`config.mk`:
```
export PLATFORM = sky130hd
export DESIGN_NAME = id_ex_pipe_reg_flat
export DESIGN_NICKNAME = d
export VERILOG_FILES = /design/src/rtl/id_ex_pipe_reg_if.sv /design/src/rtl/id_ex_pipe_reg.sv /design/src/flat_wrapper.sv
export SDC_FILE = /design/constraint.sdc
export NUM_CORES = 1
export LEC_CHECK = 0
export BUFFER_PORTS_ARGS = -buffer_cell sky130_fd_sc_hd__buf_2
export CAP_MARGIN = 10
export CORE_ASPECT_RATIO = 1.75
export CORE_UTILIZATION = 40
export CTS_CLUSTER_DIAMETER = 150
export DETAILED_ROUTE_END_ITERATION = 6
export PLACE_DENSITY = 0.83
export SLEW_MARGIN = 20
export SYNTH_ARGS = -nofsm -noshare
export SYNTH_HDL_FRONTEND = slang
export SYNTH_SLANG_ARGS = --single-unit
```
`constraint.sdc`:
```
create_clock -name clk -period 8 [get_ports clk]
set_clock_uncertainty 0.1 [all_clocks]
set_input_delay 0.8 -clock clk [delete_from_list [all_inputs] [get_ports clk]]
set_output_delay 0.8 -clock clk [all_outputs]
set_load 0.01 [all_outputs]
```
`src/rtl/id_ex_pipe_reg_if.sv`:
```
// id_ex_pipe_reg_if: decode-side inputs and EX-side outputs of the ID/EX pipeline register
interface id_ex_pipe_reg_if;
  logic        stall_en;
  logic        flush;
  logic        freeze;
  logic        id_valid;
  logic [3:0]  id_opcode;
  logic [3:0]  id_srcReg1;
  logic [3:0]  id_srcReg2;
  logic [3:0]  id_dstReg;
  logic [15:0] id_rdata1;
  logic [15:0] id_rdata2;
  logic [15:0] id_imm;
  logic [4:0]  id_ctrl;
  logic        id_ex_valid;
  logic [3:0]  id_ex_opcode;
  logic [3:0]  id_ex_srcReg1;
  logic [3:0]  id_ex_srcReg2;
  logic [3:0]  id_ex_dstReg_out;
  logic [15:0] id_ex_rdata1;
  logic [15:0] id_ex_rdata2;
  logic [15:0] id_ex_imm;
  logic [4:0]  id_ex_ctrl;
  logic        halted;
  logic [15:0] bubble_cnt;
  modport master (
    output stall_en, flush, freeze, id_valid, id_opcode, id_srcReg1, id_srcReg2, id_dstReg,
           id_rdata1, id_rdata2, id_imm, id_ctrl,
    input  id_ex_valid, id_ex_opcode, id_ex_srcReg1, id_ex_srcReg2, id_ex_dstReg_out,
           id_ex_rdata1, id_ex_rdata2, id_ex_imm, id_ex_ctrl, halted, bubble_cnt
  );
  modport slave (
    input  stall_en, flush, freeze, id_valid, id_opcode, id_srcReg1, id_srcReg2, id_dstReg,
           id_rdata1, id_rdata2, id_imm, id_ctrl,
    output id_ex_valid, id_ex_opcode, id_ex_srcReg1, id_ex_srcReg2, id_ex_dstReg_out,
           id_ex_rdata1, id_ex_rdata2, id_ex_imm, id_ex_ctrl, halted, bubble_cnt
  );
endinterface

```
`src/rtl/id_ex_pipe_reg.sv`:
```
// id_ex_pipe_reg: ID/EX pipeline register with stall/flush bubbles, freeze, sticky halt and bubble counter
module id_ex_pipe_reg (
  input logic clk,
  input logic rst,
  id_ex_pipe_reg_if.slave bus
);
  logic hz;
  logic load;
  always_comb begin
    hz   = bus.stall_en | bus.flush;
    load = !bus.halted && !hz && bus.id_valid;
  end
  // every field is gated by load, so a bubble is all-zero and control never leaks without valid
  always_ff @(posedge clk or posedge rst)
    if (rst) begin
      bus.id_ex_valid      <= 1'b0;
      bus.id_ex_opcode     <= '0;
      bus.id_ex_srcReg1    <= '0;
      bus.id_ex_srcReg2    <= '0;
      bus.id_ex_dstReg_out <= '0;
      bus.id_ex_rdata1     <= '0;
      bus.id_ex_rdata2     <= '0;
      bus.id_ex_imm        <= '0;
      bus.id_ex_ctrl       <= '0;
      bus.halted           <= 1'b0;
      bus.bubble_cnt       <= '0;
    end else if (!bus.freeze) begin
      bus.id_ex_valid      <= load;
      bus.id_ex_opcode     <= load ? bus.id_opcode  : '0;
      bus.id_ex_srcReg1    <= load ? bus.id_srcReg1 : '0;
      bus.id_ex_srcReg2    <= load ? bus.id_srcReg2 : '0;
      bus.id_ex_dstReg_out <= load ? bus.id_dstReg  : '0;
      bus.id_ex_rdata1     <= load ? bus.id_rdata1  : '0;
      bus.id_ex_rdata2     <= load ? bus.id_rdata2  : '0;
      bus.id_ex_imm        <= load ? bus.id_imm     : '0;
      bus.id_ex_ctrl       <= load ? bus.id_ctrl    : '0;
      bus.halted           <= bus.halted | (load & bus.id_ctrl[4]);
      bus.bubble_cnt       <= (!bus.halted && hz && bus.bubble_cnt != 16'hFFFF) ? bus.bubble_cnt + 16'd1 : bus.bubble_cnt;
    end
endmodule

```
`src/flat_wrapper.sv`:
```
// flat-port wrapper written by rule: the top's interface ports become plain ports
module id_ex_pipe_reg_flat 
  (clk, rst, bus_stall_en, bus_flush, bus_freeze, bus_id_valid, bus_id_opcode, bus_id_srcReg1, bus_id_srcReg2, bus_id_dstReg, bus_id_rdata1, bus_id_rdata2, bus_id_imm, bus_id_ctrl, bus_id_ex_valid, bus_id_ex_opcode, bus_id_ex_srcReg1, bus_id_ex_srcReg2, bus_id_ex_dstReg_out, bus_id_ex_rdata1, bus_id_ex_rdata2, bus_id_ex_imm, bus_id_ex_ctrl, bus_halted, bus_bubble_cnt);
  id_ex_pipe_reg_if bus_i ();
  input logic clk;
  input logic rst;
  input wire logic [$bits(bus_i.stall_en)-1:0] bus_stall_en;
  input wire logic [$bits(bus_i.flush)-1:0] bus_flush;
  input wire logic [$bits(bus_i.freeze)-1:0] bus_freeze;
  input wire logic [$bits(bus_i.id_valid)-1:0] bus_id_valid;
  input wire logic [$bits(bus_i.id_opcode)-1:0] bus_id_opcode;
  input wire logic [$bits(bus_i.id_srcReg1)-1:0] bus_id_srcReg1;
  input wire logic [$bits(bus_i.id_srcReg2)-1:0] bus_id_srcReg2;
  input wire logic [$bits(bus_i.id_dstReg)-1:0] bus_id_dstReg;
  input wire logic [$bits(bus_i.id_rdata1)-1:0] bus_id_rdata1;
  input wire logic [$bits(bus_i.id_rdata2)-1:0] bus_id_rdata2;
  input wire logic [$bits(bus_i.id_imm)-1:0] bus_id_imm;
  input wire logic [$bits(bus_i.id_ctrl)-1:0] bus_id_ctrl;
  output wire logic [$bits(bus_i.id_ex_valid)-1:0] bus_id_ex_valid;
  output wire logic [$bits(bus_i.id_ex_opcode)-1:0] bus_id_ex_opcode;
  output wire logic [$bits(bus_i.id_ex_srcReg1)-1:0] bus_id_ex_srcReg1;
  output wire logic [$bits(bus_i.id_ex_srcReg2)-1:0] bus_id_ex_srcReg2;
  output wire logic [$bits(bus_i.id_ex_dstReg_out)-1:0] bus_id_ex_dstReg_out;
  output wire logic [$bits(bus_i.id_ex_rdata1)-1:0] bus_id_ex_rdata1;
  output wire logic [$bits(bus_i.id_ex_rdata2)-1:0] bus_id_ex_rdata2;
  output wire logic [$bits(bus_i.id_ex_imm)-1:0] bus_id_ex_imm;
  output wire logic [$bits(bus_i.id_ex_ctrl)-1:0] bus_id_ex_ctrl;
  output wire logic [$bits(bus_i.halted)-1:0] bus_halted;
  output wire logic [$bits(bus_i.bubble_cnt)-1:0] bus_bubble_cnt;
  assign bus_i.stall_en = bus_stall_en;
  assign bus_i.flush = bus_flush;
  assign bus_i.freeze = bus_freeze;
  assign bus_i.id_valid = bus_id_valid;
  assign bus_i.id_opcode = bus_id_opcode;
  assign bus_i.id_srcReg1 = bus_id_srcReg1;
  assign bus_i.id_srcReg2 = bus_id_srcReg2;
  assign bus_i.id_dstReg = bus_id_dstReg;
  assign bus_i.id_rdata1 = bus_id_rdata1;
  assign bus_i.id_rdata2 = bus_id_rdata2;
  assign bus_i.id_imm = bus_id_imm;
  assign bus_i.id_ctrl = bus_id_ctrl;
  assign bus_id_ex_valid = bus_i.id_ex_valid;
  assign bus_id_ex_opcode = bus_i.id_ex_opcode;
  assign bus_id_ex_srcReg1 = bus_i.id_ex_srcReg1;
  assign bus_id_ex_srcReg2 = bus_i.id_ex_srcReg2;
  assign bus_id_ex_dstReg_out = bus_i.id_ex_dstReg_out;
  assign bus_id_ex_rdata1 = bus_i.id_ex_rdata1;
  assign bus_id_ex_rdata2 = bus_i.id_ex_rdata2;
  assign bus_id_ex_imm = bus_i.id_ex_imm;
  assign bus_id_ex_ctrl = bus_i.id_ex_ctrl;
  assign bus_halted = bus_i.halted;
  assign bus_bubble_cnt = bus_i.bubble_cnt;
  id_ex_pipe_reg u_core (.clk(clk), .rst(rst), .bus(bus_i));
endmodule
```
==> Yosys cells after proc, flatten, opt, wreduce, memory -nomap -nowiden <==
Index checks and enable logic that the tools add are counted.
{ "totals": {"n_memories": 0, "regBits": 87, "romBits": 0, "ramBits": 0, "latch_bits": 0} }
{ "op_classes": {"div_mod_pow": 0, "n_bitwise": 4, "mux": 8, "n_reduce_logical": 7, "shifts": 0, "eq_ne": 1, "order_cmp": 0, "mul": 0, "add_sub_neg": 1} }
{ "ops": {"columns": ["operator", "count"], "rows": [
  ["16-bit 2-to-1 mux", 3],
  ["16-bit by 1-bit adder with 16-bit output, second input constant", 1],
  ["4-bit 2-to-1 mux", 4],
  ["16-bit inequality test, second input constant", 1],
  ["5-bit 2-to-1 mux", 1],
  ["1-bit logical AND", 4],
  ["1-bit logical NOT", 2],
  ["1-bit bitwise OR", 2],
  ["2-bit AND reduction", 1],
  ["1-bit bitwise AND", 1],
  ["1-bit NOT", 1]
]} }

==> Longest topological paths before layout <==
{ "depth": {"depth_word": 6, "ltp_mapped": 6, "mapped_depth_nobuf": 5} }

==> Worst setup path after synthesis <==
Ideal clock, no wire load.
{ "synth_path": {"kind": "input -> register", "start": "input port bus_freeze", "end": "register u_core.bus.bubble_cnt[14] in the netlist's numbering", "setup_ns": 0.079, "t_arrival_ns": 1.925, "path_stages": 5, "required_ns": 7.821, "setup_slack_ns": 5.896, "cell_sequence": "buf_6 -> or4_4 -> buf_6 -> nor4_4 -> xor2_1"} }
{ "synth_between": {"elab_chain_len": 2} }
{ "synth_lines": {"columns": ["item", "line_no", "text"], "rows": [
  ["start, declared", "flat_wrapper.sv:9", "input wire logic [$bits(bus_i.freeze)-1:0] bus_freeze;"],
  ["1-bit NOT (no line)", null, null],
  ["2-bit AND reduction (no line)", null, null],
  ["end signal, assigned", "id_ex_pipe_reg.sv:38", "bus.bubble_cnt <= (!bus.halted && hz && bus.bubble_cnt != 16'hFFFF) ? bus.bubble_cnt + 16'd1 : bus.bubble_cnt;"],
  ["end, declared", "id_ex_pipe_reg_if.sv:36", "id_ex_rdata1, id_ex_rdata2, id_ex_imm, id_ex_ctrl, halted, bubble_cnt"]
]} }
Every way passes these cells.
A chain may end at the register's enable or synchronous reset.

==> impl_table.tex <==
\begin{tabular}{lr}
\hline
Metric & Value \\
\hline
\multicolumn{2}{l}{\textbf{Run status}} \\
Run status & finished, violations left \\
Failing checks & design-rule violations \\
\multicolumn{2}{l}{\textbf{Clock network}} \\
Buffer cell driving the clock tree root & sky130\_fd\_sc\_hd\_\_clkbuf\_16 \\
Clock Path Buffers & 2 \\
Hold buffers post-CTS & 0 \\
Postcts setup bufs & 0 \\
Clock edge transition at the registers on the reported setup and hold paths & 0.06 ns \\
TritonCTS sink count & 87 \\
Source-to-sink clock delay at the later pin of the worst-skew pair & between 0.3 and 0.4 ns \\
Number of gates resized after cts & 0 \\
TritonCTS clock tree & done \\
Maximum level of the CTS H-tree & 3 \\
Number of buffers created by CTS & 9 \\
\multicolumn{2}{l}{\textbf{Placed design}} \\
RePlAce Congestion & 0.789 \\
Placement Cell Area & 0.00421 sq mm \\
Placement-stage worst setup slack & 5.20 ns \\
Placed cell count & 473 \\
Total of buffers placed on input and output ports & 161 \\
Detailed placer's ending HPWL & $\sim$5600 um \\
\multicolumn{2}{l}{\textbf{Setup path}} \\
Worst Path Max Fanout & 73 \\
Critical setup path kind & input pin to register \\
Element type at the critical path start & input pin \\
Critical R2R Launch & u\_core.bus.halted \\
Buffers \& Inverters on Critical Path & 2 \\
Endpoint arrival time on the critical path & 2.65 ns \\
Crit path required time & 8.16 ns \\
Critical Path Slowest Stage Cell & sky130\_fd\_sc\_hd\_\_and3\_4 \\
Critical Path Sink Type & register \\
Delay of the slowest cell on the worst path & about 0.72 ns \\
Family with the most delay on the worst path & simple AND/OR/NAND/NOR gates \\
Startpoint of the worst setup timing path & bus\_freeze \\
Sequence of cells on the critical path & buf\_2 -> buf\_4 -> nor2\_1 -> and3\_4 -> a22o\_1 \\
\multicolumn{2}{l}{\textbf{Die}} \\
Horizontal extent of the die & just over 70 um \\
Placement Rows & 43 \\
Starting density of the core & 41.9\% \\
Height of the die & 123 um \\
I/O pin count & 162 \\
Die outline area & 0.00879 sq mm \\
Core region area & 0.00802 sq mm \\
\multicolumn{2}{l}{\textbf{Synthesis}} \\
Post-synth top area cell & sky130\_fd\_sc\_hd\_\_dfrtp\_1 \\
Synth Register Bits & 87 \\
Mapped Area & 0.00336 sq mm \\
Fraction of synthesized area in multiplexers & approximately 1.1\% \\
Synth Area in XOR/XNOR & under 10\% \\
Number of instances in the synthesized netlist & 237 \\
Number of warnings reported in the yosys synthesis log & 0 \\
Number of distinct library cells after synthesis & 33 \\
Largest family of logic cells by synthesized area & compound AO/OA/AOI/OAI gates \\
Share of Yosys cell area claimed by the top area cell type & 64.8\% \\
Synth Area in Compound Gates & 18.8\% \\
Synth Area in Adders & less than 1\% \\
Sequential element share of the synthesized area & 64.8\% \\
Top area cells in the synthesized netlist & sky130\_fd\_sc\_hd\_\_dfrtp\_1, sky130\_fd\_sc\_hd\_\_a22o\_1, sky130\_fd\_sc\_hd\_\_xor2\_1 \\
Synth Area in Simple Gates & 9.34\% \\
Post-Synthesis Net Count & 313 \\
Synthesized area per cell & 14.2 sq um \\
\multicolumn{2}{l}{\textbf{Power and ir drop}} \\
Power density normalized to cell area & between 200 and 250 mW/mm\^{}2 \\
Peak supply drop & 0.000171 V \\
Static Leakage & 2.57 nW \\
\multicolumn{2}{l}{\textbf{Final layout}} \\
Number of fill cells in the layout & 666 \\
Area growth from synthesis to final layout & 35.3\% \\
Post-route non-filler standard cell count & 489 \\
Number of antenna cells inserted & 0 \\
Top library cells by usage in the layout, fill and taps aside & sky130\_fd\_sc\_hd\_\_buf\_2, sky130\_fd\_sc\_hd\_\_dfrtp\_1, sky130\_fd\_sc\_hd\_\_a22o\_1 \\
Final core area utilization & 56.7\% \\
Net count reported at finish & 470 \\
Ratio of cells with drive above 1 in the final layout & 48.4\% \\
Post-route standard cell area excluding fillers & $\sim$0.0045 sq mm \\
Most frequent standard cell in the layout excluding fill and tap cells & sky130\_fd\_sc\_hd\_\_buf\_2 \\
\multicolumn{2}{l}{\textbf{STA}} \\
Final setup margin & 5.51 ns \\
Setup Viol. Count Final & 0 \\
Slew of the pin with the lowest slew margin & 0.766 ns \\
Relative slew slack & between 40\% and 50\% \\
Maximum clock frequency & 401 MHz \\
RSZ-0062 raised after global routing & no \\
Fin. max-slew vios & 0 \\
Total negative slack & 0 ns \\
Final min period & 2.49 ns \\
Number of hold-slack violations in the final timing report & 0 \\
Post-route clock period utilization & 31.1\% \\
\multicolumn{2}{l}{\textbf{Global routing}} \\
Maximum number of pins on one net before global-route repair & 88 \\
Wire length of the first global-routing pass & 12400 um \\
GRT overflow & 0 \\
Vias in the first global route & 2646 \\
Number of antenna violations at the first check in global routing & 0 \\
All-layer global routing usage & 18.3\% \\
\multicolumn{2}{l}{\textbf{Drt}} \\
Routed WL & 7930 um \\
Via count & 2673 \\
WL/cell & around 16 um \\
Number of antenna-violating nets in the routed design & 0 \\
First drt pass iteration count & 7 \\
Average vias per placed instance & between 5 and 6 \\
DRC Markers & 9 \\
Initial detailed-routing violation count & 146 \\
\multicolumn{2}{l}{\textbf{Worst hold path}} \\
HP Class & register to register \\
Worst Min Path Start & u\_core.bus.id\_ex\_valid \\
\multicolumn{2}{l}{\textbf{Run}} \\
Max\_cap viols & 0 \\
\hline
\end{tabular}
-- logic make-up (layout without fill, tap and decap cells) --
group | after synthesis | in the layout
compound gates | 73 | 73
flops | 87 | 87
simple gates | 44 | 44
fa+ha+maj | 1 | 1
buf+inv | 18 | 180
mux | 3 | 3
xor+xnor | 11 | 11
-- worst paths after layout --
kind / to / slack [ns] / cells past startpoint
max in group asynchronous: u_core.bus.bubble_cnt[3] / 6.70 / 3
worst max register to register: u_core.bus.id_ex_srcReg2[3] / 6.07 / 3
min in group asynchronous: u_core.bus.id_ex_rdata2[9] / 0.56 / 3
worst min-delay path: u_core.bus.id_ex_valid / 0.39 / 1
worst max-delay path: u_core.bus.id_ex_srcReg2[3] / 5.51 / 5
worst min register to register: u_core.bus.id_ex_valid / 0.39 / 1
-- cell type report --
type	instances	area (sq um)	share of cell area [%]
inverters	1	5.00	0.110
well taps	90	113	2.48
multi-input cells	132	1100	24.1
flip-flops and latches	87	2180	47.9
repair buffers	163	825	18.1
clock buffers	10	239	5.25
clock inverters	6	92.6	2.04
-- synthesized netlist by cell type --
master / n
sky130_fd_sc_hd__ha_1: 1
sky130_fd_sc_hd__inv_1: 1
sky130_fd_sc_hd__nand3b_1: 1
sky130_fd_sc_hd__nor3_2: 1
sky130_fd_sc_hd__nand2_1: 3
sky130_fd_sc_hd__a22o_1: 69
sky130_fd_sc_hd__xor2_1: 10
sky130_fd_sc_hd__and4_1: 2
sky130_fd_sc_hd__nor4_4: 2
sky130_fd_sc_hd__buf_6: 2
sky130_fd_sc_hd__nand4_4: 1
sky130_fd_sc_hd__nand4_2: 1
sky130_fd_sc_hd__mux2_4: 1
sky130_fd_sc_hd__clkbuf_1: 8
sky130_fd_sc_hd__nand4_1: 3
sky130_fd_sc_hd__buf_2: 7
sky130_fd_sc_hd__dfrtp_1: 87
sky130_fd_sc_hd__a31oi_1: 2
sky130_fd_sc_hd__nor3_1: 5
sky130_fd_sc_hd__nor2_1: 9
sky130_fd_sc_hd__nand2b_1: 2
sky130_fd_sc_hd__nor3b_1: 1
sky130_fd_sc_hd__nor4_2: 1
sky130_fd_sc_hd__a21o_1: 2
sky130_fd_sc_hd__mux2_2: 2
sky130_fd_sc_hd__nor4b_1: 1
sky130_fd_sc_hd__and3_1: 3
sky130_fd_sc_hd__or2_2: 1
sky130_fd_sc_hd__and2_1: 1
sky130_fd_sc_hd__xnor2_1: 1
sky130_fd_sc_hd__nand3_2: 1
sky130_fd_sc_hd__or4_4: 1
sky130_fd_sc_hd__nand3_1: 4
-- flip-flops by register name, indices dropped and copies added, names as in the netlist, 4 cells and up --
signal and cells:
u_core.bus.id_ex_srcReg2 4, u_core.bus.id_ex_rdata1 16, u_core.bus.id_ex_srcReg1 4, u_core.bus.bubble_cnt 16
u_core.bus.id_ex_opcode 4, u_core.bus.id_ex_ctrl 5, u_core.bus.id_ex_rdata2 16, u_core.bus.id_ex_dstReg_out 4
u_core.bus.id_ex_imm 16
-- through the flow --
| step | hold slack (ns) | power (mW) |
|---|---|---|
| finish | 0.387 | 1.09 |
| global route | 0.412 | 1.14 |
| CTS | 0.391 | 1.10 |
| detailed placement | 0.377 | 0.648 |
| global placement | 0.368 | 0.642 |
| floorplan | 0.421 | 0.579 |
-- worst register-to-register path: cells and delay by family (launching register included) --
family | cells | cell delay (ns)
DFF | 1 | 0.45
AOI/OAI and AO/OA | 1 | 0.31
and+or+nand+nor | 2 | 1.01
-- report_power, final --
group | leakage, nW | total [mW] | internal [mW] | switching, mW
combinational | 1.23 | 0.136 | 0.0631 | 0.0733
sequential | 1.19 | 0.504 | 0.470 | 0.0340
clock | 0.155 | 0.451 | 0.283 | 0.168
-- per-layer routing --
| layer | up-vias | wire length (um) | track usage, % |
|---|---|---|---|
| met5 | - | 0 | 0 |
| met4 | 0 | 220 | 9.50 |
| met3 | 18 | 346 | 3.91 |
| met2 | 100 | 4350 | 31.2 |
| met1 | 1347 | 3020 | 21.6 |
| li1 | 1208 | - | - |
Power figures use the tool's default switching activity.
